<file path="config.mk">
export PLATFORM = sky130hd
export DESIGN_NAME = window_scan_fsm
export DESIGN_NICKNAME = d
export VERILOG_FILES = /design/src/rtl/window_scan_fsm.sv
export SDC_FILE = /design/constraint.sdc
export NUM_CORES = 1
export LEC_CHECK = 0
export CAP_MARGIN = 20
export CORE_MARGIN = 2
export CORE_UTILIZATION = 30
export CTS_CLUSTER_DIAMETER = 100
export CTS_CLUSTER_SIZE = 40
export DETAILED_ROUTE_END_ITERATION = 10
export PLACE_DENSITY_LB_ADDON = 0.1
export SLEW_MARGIN = 20
export SYNTH_ARGS = -nofsm -noshare
export SYNTH_HDL_FRONTEND = slang
export SYNTH_SLANG_ARGS = --single-unit
export TNS_END_PERCENT = 50
</file>
<file path="constraint.sdc">
create_clock -name clk -period 3.7 [get_ports clk]
set_input_delay 0.74 -clock clk [delete_from_list [all_inputs] [get_ports clk]]
set_output_delay 0.74 -clock clk [all_outputs]
set_load 0.005 [all_outputs]
</file>
<file path="src/rtl/window_scan_fsm.sv">
// Frame scan sequencer: NUM_WIN windows x LINES_PER_WIN lines x DATA_PER_LINE beats.
// Optional stall counter enabled by defining WINDOW_SCAN_STALL_CNT_EN.
module window_scan_fsm #(
    parameter int unsigned DATA_PER_LINE = 64,
    parameter int unsigned LINES_PER_WIN = 16,
    parameter int unsigned NUM_WIN       = 4,
    localparam int unsigned DW = (DATA_PER_LINE > 1) ? $clog2(DATA_PER_LINE) : 1,
    localparam int unsigned LW = (LINES_PER_WIN > 1) ? $clog2(LINES_PER_WIN) : 1,
    localparam int unsigned WW = (NUM_WIN > 1) ? $clog2(NUM_WIN) : 1
) (
    input  logic          clk,
    input  logic          reset,
    input  logic          start,
    input  logic          abort,
    input  logic          in_valid,
    output logic          in_ready,
    output logic [2:0]    state,
    output logic [DW-1:0] count_data,
    output logic [LW-1:0] count_line,
    output logic [WW-1:0] count_wind,
    output logic          line_end,
    output logic          win_end,
    output logic          frame_done,
    output logic          busy,
    output logic [15:0]   stall_cnt
);

    localparam logic [2:0] S_IDLE = 3'd0;
    localparam logic [2:0] S_DATA = 3'd1;
    localparam logic [2:0] S_LINE = 3'd2;
    localparam logic [2:0] S_WIN  = 3'd3;
    localparam logic [2:0] S_DONE = 3'd4;

    localparam logic [DW-1:0] LAST_DATA = DW'(DATA_PER_LINE - 1);
    localparam logic [LW-1:0] LAST_LINE = LW'(LINES_PER_WIN - 1);
    localparam logic [WW-1:0] LAST_WIN  = WW'(NUM_WIN - 1);

    logic [2:0]    state_q, state_d;
    logic [DW-1:0] cnt_d_q, cnt_d_d;
    logic [LW-1:0] cnt_l_q, cnt_l_d;
    logic [WW-1:0] cnt_w_q, cnt_w_d;
`ifdef WINDOW_SCAN_STALL_CNT_EN
    logic [15:0]   stall_q, stall_d;
`endif

    // State and counter registers
    always_ff @(posedge clk or posedge reset) begin
        if (reset) begin
            state_q <= S_IDLE;
            cnt_d_q <= '0;
            cnt_l_q <= '0;
            cnt_w_q <= '0;
`ifdef WINDOW_SCAN_STALL_CNT_EN
            stall_q <= '0;
`endif
        end else begin
            state_q <= state_d;
            cnt_d_q <= cnt_d_d;
            cnt_l_q <= cnt_l_d;
            cnt_w_q <= cnt_w_d;
`ifdef WINDOW_SCAN_STALL_CNT_EN
            stall_q <= stall_d;
`endif
        end
    end

    // Next state and counter updates; abort overrides everything
    always_comb begin
        state_d = state_q;
        cnt_d_d = cnt_d_q;
        cnt_l_d = cnt_l_q;
        cnt_w_d = cnt_w_q;
`ifdef WINDOW_SCAN_STALL_CNT_EN
        stall_d = stall_q;
`endif
        if (abort) begin
            state_d = S_IDLE;
            cnt_d_d = '0;
            cnt_l_d = '0;
            cnt_w_d = '0;
`ifdef WINDOW_SCAN_STALL_CNT_EN
            stall_d = '0;
`endif
        end else begin
            case (state_q)
                S_IDLE: begin
                    if (start) begin
                        state_d = S_DATA;
                        cnt_d_d = '0;
                        cnt_l_d = '0;
                        cnt_w_d = '0;
`ifdef WINDOW_SCAN_STALL_CNT_EN
                        stall_d = '0;
`endif
                    end
                end
                S_DATA: begin
                    if (in_valid) begin
                        if (cnt_d_q == LAST_DATA) begin
                            cnt_d_d = '0;
                            state_d = S_LINE;
                        end else begin
                            cnt_d_d = cnt_d_q + DW'(1);
                        end
                    end else begin
`ifdef WINDOW_SCAN_STALL_CNT_EN
                        if (stall_q != 16'hFFFF) stall_d = stall_q + 16'd1;
`endif
                    end
                end
                S_LINE: begin
                    if (cnt_l_q == LAST_LINE) begin
                        cnt_l_d = '0;
                        state_d = S_WIN;
                    end else begin
                        cnt_l_d = cnt_l_q + LW'(1);
                        state_d = S_DATA;
                    end
                end
                S_WIN: begin
                    if (cnt_w_q == LAST_WIN) begin
                        cnt_w_d = '0;
                        state_d = S_DONE;
                    end else begin
                        cnt_w_d = cnt_w_q + WW'(1);
                        state_d = S_DATA;
                    end
                end
                S_DONE: state_d = S_IDLE;
                default: begin
                    state_d = S_IDLE;
                    cnt_d_d = '0;
                    cnt_l_d = '0;
                    cnt_w_d = '0;
                end
            endcase
        end
    end

    // Output decodes of registered state only
    always_comb begin
        state      = state_q;
        count_data = cnt_d_q;
        count_line = cnt_l_q;
        count_wind = cnt_w_q;
        in_ready   = (state_q == S_DATA);
        line_end   = (state_q == S_LINE);
        win_end    = (state_q == S_WIN);
        frame_done = (state_q == S_DONE);
        busy       = (state_q != S_IDLE);
`ifdef WINDOW_SCAN_STALL_CNT_EN
        stall_cnt  = stall_q;
`else
        stall_cnt  = 16'h0000;
`endif
    end

endmodule

</file>
# == Yosys cells after proc, flatten, opt, wreduce, memory -nomap -nowiden ==
# Cells that the tools add are included.
# word_totals
ff_bits,15
memories,0
ramBits,0
input_bits,5
latch_bits,0
rom_bits,0
# op_classes
magnitude_cmp,0
reduce_logical,9
mul,0
n_shift,0
bitwise_logic,0
div_mod_pow,0
n_addsub,3
eq_ne,13
muxes,20
# ops
op,count
$mux W6,4
$pmux W6 S3,1
$mux W3,5
$mux W4,3
$pmux W3 S4,1
$pmux W4 S3,1
$reduce_or A3 Y1,3
$mux W2,4
$add A6 B1 Y6 const B,1
$eq A3 B2 Y1 const B,2
$eq A6 B6 Y1 const B,1
$ne A2 B1 Y1 const B,3
$ne A3 B3 Y1 const B,2
$pmux W2 S3,1
$reduce_and A3 Y1,2
$add A4 B1 Y4 const B,1
$eq A4 B4 Y1 const B,1
$reduce_and A2 Y1,2
$eq A3 B1 Y1 const B,1
$eq A3 B3 Y1 const B,1
$logic_not A3 Y1,1
$ne A3 B2 Y1 const B,1
$reduce_bool A3 Y1,1
$add A2 B1 Y2 const B,1
$eq A2 B2 Y1 const B,1

# == Longest topological paths before layout ==
# Gate-level depths: netlist (run 1).
# logic_depth
depth_word,5
mapped_depth,6
mapped_depth_nobuf,5

# == Worst setup path after synthesis (run 1) ==
# Ideal clock, no wire load.
# synth_path
path_kind,input to register
startpoint,input abort
endpoint,"register cnt_d_q[3], in the netlist count_data[3]"
t_required_ns,3.608
arrival_time_ns,1.932
setup_slack_ns,1.676
path_stages,4
setup_ns,0.092
path_cell_list,or4b_1 > clkbuf_2 > or3_4 > o31ai_2
# synth_between
elab_chain_cells,2
elab_cells_between_ends,5
cone_classes,eq/ne (3); mux (1); reduce/logical (1)
# synth_lines
element,line,text
start: declaration,14,"input logic abort,"
$ne A3 B3 Y1 (no line) / $ne A2 B1 Y1 (equally long branches),--,
$reduce_and A3 Y1 (no line),--,
end signal: assignment,58,cnt_d_q <= cnt_d_d;
end: declaration,39,"logic [DW-1:0] cnt_d_q, cnt_d_d;"
# Several ways; a longest one is shown, not always the timed one.
# A chain may end at the register's enable or synchronous reset.

# == Final worst setup path (run 1) ==
# layout_path
startpoint,"register state_q[1], in the netlist state[1]"
endpoint,output line_end
# layout_between
elab_chain_cells,1
# layout_lines
element,line,text
start: declaration,38,"logic [2:0] state_q, state_d;"
start signal: assignment,57,state_q <= state_d;
$eq A3 B2 Y1,147,line_end = (state_q == S_LINE);
end: declaration,21,"output logic line_end,"
# Every way passes these cells.

==> run_results.csv, run 1 <==
group,metric,value,unit
clock_network,clk_latency,0.29,ns
die,die_y,62.5,um
yosys,ys_ff_latch,15,
yosys,synth_fa_ha_area_share,3.65,%
power_and_ir_drop,p_total,305,uW
timing,hold_viol,0,
placement,place_hpwl,1.70,mm
yosys,synth_top_family_by_area,"simple AND/OR/NAND/NOR gates",
yosys,synth-compound-area-share,19.5,%
global_route,grt_pass1_vias,788,
critical_path,crit_slowest_cell,"dfrtp_1",
critical_path,worstSetupEndpointType,"primary output",
timing,rsz0062_at_grt,"false",
die,io_pins,41,
clock_network,htreeDepth,1,
yosys,syn_inst,114,
timing,setup_slack,1.16,ns
yosys,yosys-top-cells-count,"buf_4 (16), dfrtp_1 (15), nor2_1 (8)",
power_and_ir_drop,p_per_area,241,nW/um^2
die,die_w,62.5,um
route,ant_nets,0,
route,routed_via_density,4.70,
finish,area_growth,23.5,%
clock_network,cts.sinks,15,
timing,final.min_clock_period,2.54,ns
route,dr.pass1.iters,4,
placement,placedInstanceArea,1240,um^2
finish,drive_gt1_share,7.25,%
critical_path,arrival,1.80,ns
timing,tns,0,ns
timing,post-route-period-util,68.6,%
clock_network,ctsResizeCount,0,
clock_network,root_buffer,"clkbuf_4",
yosys,synth_edf_count,0,
timing,worst_slew_pin_slew,0.978,ns
power_and_ir_drop,leakagePower,0.559,nW
global_route,grt_first_pass_wirelength,3.84,mm
yosys,synth_xor_area_share,0,%
placement,io_buffers,24,
placement,gp_congestion,0.804,
yosys,ys_types,42,
yosys,synthArstFlopShare,100,%
placement,place_ws,1.07,ns
global_route,grt_max_degree,16,
worst_hold_path,hold_class,"register to register",
clock_network,hold_buffers,0,
job,max_cap_violations,0,
route,wl,2.25,mm
timing,max_clock_freq,394,MHz
yosys,synthesis.area,1030,um^2
clock_network,cts_tree,"built",
finish,nFillCells,368,
timing,finalSetupViolations,0,
global_route,grt-ovfl-total,0,
die,core_area,3310,um^2
yosys,yosys.area.top_type,"dfrtp_1",
route,vias,865,
critical_path,path_max_fanout,11,
critical_path,max_stage_delay,0.55,ns
yosys,ys_top_cells_by_area,"dfrtp_1 (37%), buf_4 (12%), ha_1 (3.7%)",
finish,antennaDiodeCount,0,
die,die-area,3910,um^2
yosys,ys_warn_count,0,
route,detail_route.wl_per_cell,12.2,um
die,rows,21,
finish,final_area,1270,um^2
power_and_ir_drop,vdd_ir_drop_max,0.111,mV
critical_path,critical_path_class,"register to primary output",
yosys,synth_top_area_share,36.5,%
clock_network,cts_made_buffers,3,
yosys,yosysMostFrequentCell,"buf_4",
global_route,track_usage,12.3,%
die,start_util,31.0,%
timing,finalClockSkew,0.0132,ns
clock_network,clkTransAtPathRegs,0.10,ns
yosys,synthSimpleGateAreaFrac,22.5,%
run_status,outcome,"complete, no violations",
critical_path,start_kind,"register",
clock_network,post-cts-setup-buffers,0,
route,drc,0,
yosys,avgSynthCellArea,9.01,um^2
clock_network,cts.path.max_buffers,2,
route,dr.first_iter.drc_count,20,
critical_path,required,2.96,ns
global_route,antenna_found_initial,0,
timing,hold_ws,0.509,ns
timing,relSlewSlack,34.2,%
critical_path,crit_path_cell_trace,"inv_1 > nor3_1 > clkdlybuf4s50_1",
finish,final_nets,147,
yosys,synth-seq-area-share,36.5,%
yosys,ys.flop_type,"dfrtp_1",
timing,drv_slew,0,
yosys,synthMuxAreaShare,1.95,%
## where the power goes
group	internal, mW	switching (mW)	total (mW)
logic	0.0176	0.0221	0.0397
registers	0.166	0.00461	0.170
clock network	0.0401	0.0553	0.0954
total	0.223	0.0820	0.305
## final timing paths
kind | end | depth (start not counted) | from | slack (ns)
min reg2reg | count_line[3]$_DFFE_PP0P_ | 1 | count_line[3]$_DFFE_PP0P_ | 0.51
max reg2reg | count_data[4]$_DFFE_PP0P_ | 4 | state[0]$_DFFE_PP0P_ | 1.77
max in group asynchronous | count_wind[1]$_DFFE_PP0P_ | 2 | reset | 2.49
max | line_end | 3 | state[1]$_DFFE_PP0P_ | 1.16
min in group asynchronous | count_data[5]$_DFFE_PP0P_ | 2 | reset | 0.80
min | count_line[3]$_DFFE_PP0P_ | 1 | count_line[3]$_DFFE_PP0P_ | 0.51
## metrics by stage
step / std cells / utilization, %
after global routing: 184 / 38.3
after floorplan: 129 / -
after detailed placement: 180 / 37.5
after CTS: 184 / 38.3
final: 184 / 38.3
after global placement: 180 / 37.5
## cells in the final DEF (no fill, tap or decap), types with 4 or more instances in the layout
cell              n
dfrtp_1          15
inv_1             5
o21ai_0           6
nand2_1           4
nor2_1            8
clkdlybuf4s50_1  24
conb_1           16
nand3_1           6
## flip-flops by register name, indices dropped and copies added, names as in the netlist
signal,count
state,3
count_line,4
count_wind,2
count_data,6
## critical path: cells and delay by family (launching register included)
family	cells	cell delay, ns
and+or+nand+nor	1	0.22
DFF	1	0.55
buffers and inverters	2	0.73
## final cells by class
cell class	count	area [um^2]	share of cell area, %
Multi-Input combinational cell	90	549	43.3
Sequential cell	15	375	29.6
Timing Repair Buffer	24	240	18.9
Tap cell	46	57.6	4.54
Clock buffer	3	22.5	1.78
Inverter	5	18.8	1.48
Clock inverter	1	5.00	0.394
## logic make-up after synthesis
| kind of cell | after synthesis |
|---|---|
| simple gates | 41 |
| compound gates | 28 |
| buf+inv | 24 |
| flops | 15 |
| fa+ha+maj | 3 |
| mux | 2 |
| other cells | 1 |
## per-layer routing
metal	vias to the layer above	track usage [%]	routed length [um]
li1	430	-	-
met1	404	17.8	1100
met2	29	17.2	993
met3	2	4.14	129
met4	0	3.33	27
met5	-	0	0
(Power assumes the default switching activity.)
==> inputs of run 2 (changes only) <==
==> constraint.sdc (replaced) <==
create_clock -name clk -period 2.3 [get_ports clk]
set_input_delay 0.46 -clock clk [delete_from_list [all_inputs] [get_ports clk]]
set_output_delay 0.46 -clock clk [all_outputs]
set_load 0.005 [all_outputs]
==> run_results.csv, run 2 (synthesis gave the netlist of run 1 again) <==
group,metric,value,unit
finish,antennaDiodeCount,0,
route,vias,888,
global_route,antenna_found_initial,0,
power_and_ir_drop,p_total,501,uW
finish,final_area,1320,um^2
timing,rsz0062_at_grt,"false",
global_route,track_usage,12.8,%
timing,setup_slack,0.185,ns
critical_path,endpoint,"in_ready",
critical_path,crit_path_cell_trace,"nand2b_1 > nor2_1 > clkdlybuf4s50_1",
clock_network,cts.path.max_buffers,2,
placement,io_buffers,24,
finish,final_core_util,39.9,%
finish,final_nets,154,
critical_path,crit_slowest_cell,"dfrtp_1",
timing,hold_ws,0.504,ns
timing,final.min_clock_period,2.12,ns
critical_path,worstSetupEndpointType,"primary output",
route,routed_via_density,4.65,
job,max_cap_violations,0,
global_route,grt_max_degree,16,
finish,layout.cells.non_filler,191,
timing,finalSetupViolations,0,
timing,relSlewSlack,56.8,%
critical_path,max_stage_delay,0.61,ns
global_route,grt-ovfl-total,0,
timing,max_clock_freq,473,MHz
clock_network,cts_made_buffers,3,
clock_network,ctsResizeCount,0,
route,dr.pass1.iters,4,
die,start_util,31.0,%
clock_network,htreeDepth,1,
placement,dp.cells,187,
critical_path,start_kind,"register",
critical_path,rr_endpoint,"count_data[3]$_DFFE_PP0P_",
finish,largest_reg_flops,6,
finish,drive_gt1_share,11.0,%
timing,post-route-period-util,92.0,%
die,rows,21,
critical_path,path_max_fanout,15,
placement,placedInstanceArea,1290,um^2
timing,hold_viol,0,
critical_path,required,1.84,ns
route,ant_nets,0,
power_and_ir_drop,leakagePower,0.592,nW
power_and_ir_drop,vdd_ir_drop_max,0.113,mV
critical_path,critical_path_class,"register to primary output",
critical_path,reg2reg_slack,0.43,ns
run_status,outcome,"complete, no violations",
finish,layout_commonest_cell,"clkdlybuf4s50_1",
worst_hold_path,hold_class,"register to register",
route,detail_route.wl_per_cell,12.2,um
timing,worst_slew_pin_slew,0.648,ns
finish,area_growth,28.5,%
critical_path,reg2reg_from,"state[0]$_DFFE_PP0P_",
route,drc,0,
placement,place_hpwl,1.77,mm
route,wl,2.32,mm
global_route,grt_pass1_vias,882,
clock_network,clkTransAtPathRegs,0.10,ns
placement,place_ws,0.0756,ns
placement,gp_congestion,0.786,
clock_network,cts_tree,"built",
global_route,grt_first_pass_wirelength,4.06,mm
die,die_w,62.5,um
critical_path,r2r_cells,3,
clock_network,hold_buffers,0,
clock_network,cts.sinks,15,
route,dr.first_iter.drc_count,27,
timing,tns,0,ns
die,core_area,3310,um^2
timing,finalClockSkew,0.00691,ns
clock_network,root_buffer,"clkbuf_4",
timing,drv_slew,0,
power_and_ir_drop,p_per_area,380,nW/um^2
critical_path,arrival,1.66,ns
finish,final_cell_mix,"clkdlybuf4s50_1 (24), conb_1 (16), dfrtp_1 (15)",
clock_network,clk_latency,0.28,ns
die,die-area,3910,um^2
clock_network,post-cts-setup-buffers,0,
critical_path,critPathLaunch,"state[0]$_DFFE_PP0P_",
worst_hold_path,whs_path_depth,1,
die,die_y,62.5,um
die,io_pins,41,
-- run 2: cell types whose count changed in the layout (fill, tap and decap cells not counted), sizes merged --
cell,change
buf,+7
clkinv,-1
clkbuf,+1
-- run 2: worst min path at each step --
stage                         startpoint                         to
6_report       count_line[3]$_DFFE_PP0P_  count_line[3]$_DFFE_PP0P_
5_1_grt        count_line[3]$_DFFE_PP0P_  count_line[3]$_DFFE_PP0P_
4_1_cts        count_line[3]$_DFFE_PP0P_  count_line[3]$_DFFE_PP0P_
3_5_place_dp   count_line[3]$_DFFE_PP0P_  count_line[3]$_DFFE_PP0P_
3_3_place_gp   count_line[3]$_DFFE_PP0P_  count_line[3]$_DFFE_PP0P_
2_1_floorplan                      reset  count_data[0]$_DFFE_PP0P_
-- run 2: layer usage --
metal  vias up  share of wire, %  global-route usage [%]
li1        440                 -                       -
met1       412                48                    17.1
met2        34                47                    20.8
met3         2               3.8                    1.44
met4         0               1.2                    5.83
met5         -                 0                       0
-- run 2: cell type report --
class / instances / area (um^2)
clock buffer: 4 / 26.3
tap: 46 / 57.6
sequential: 15 / 375
fill: 356 / 1990
inverter: 5 / 18.8
timing repair buffer: 31 / 293
multi-input combinational: 90 / 549
-- run 2: where the power goes --
part	switching, mW	total (mW)	internal (mW)
Clock	0.0905	0.158	0.0673
Sequential	0.00709	0.274	0.267
Combinational	0.0363	0.0698	0.0335
-- run 2: critical path, delay by kind of cell (launching register included) --
family                 cells  cell delay (ns)
flip-flops                 1             0.61
buffers and inverters      1             0.50
AND/OR/NAND/NOR            2             0.26
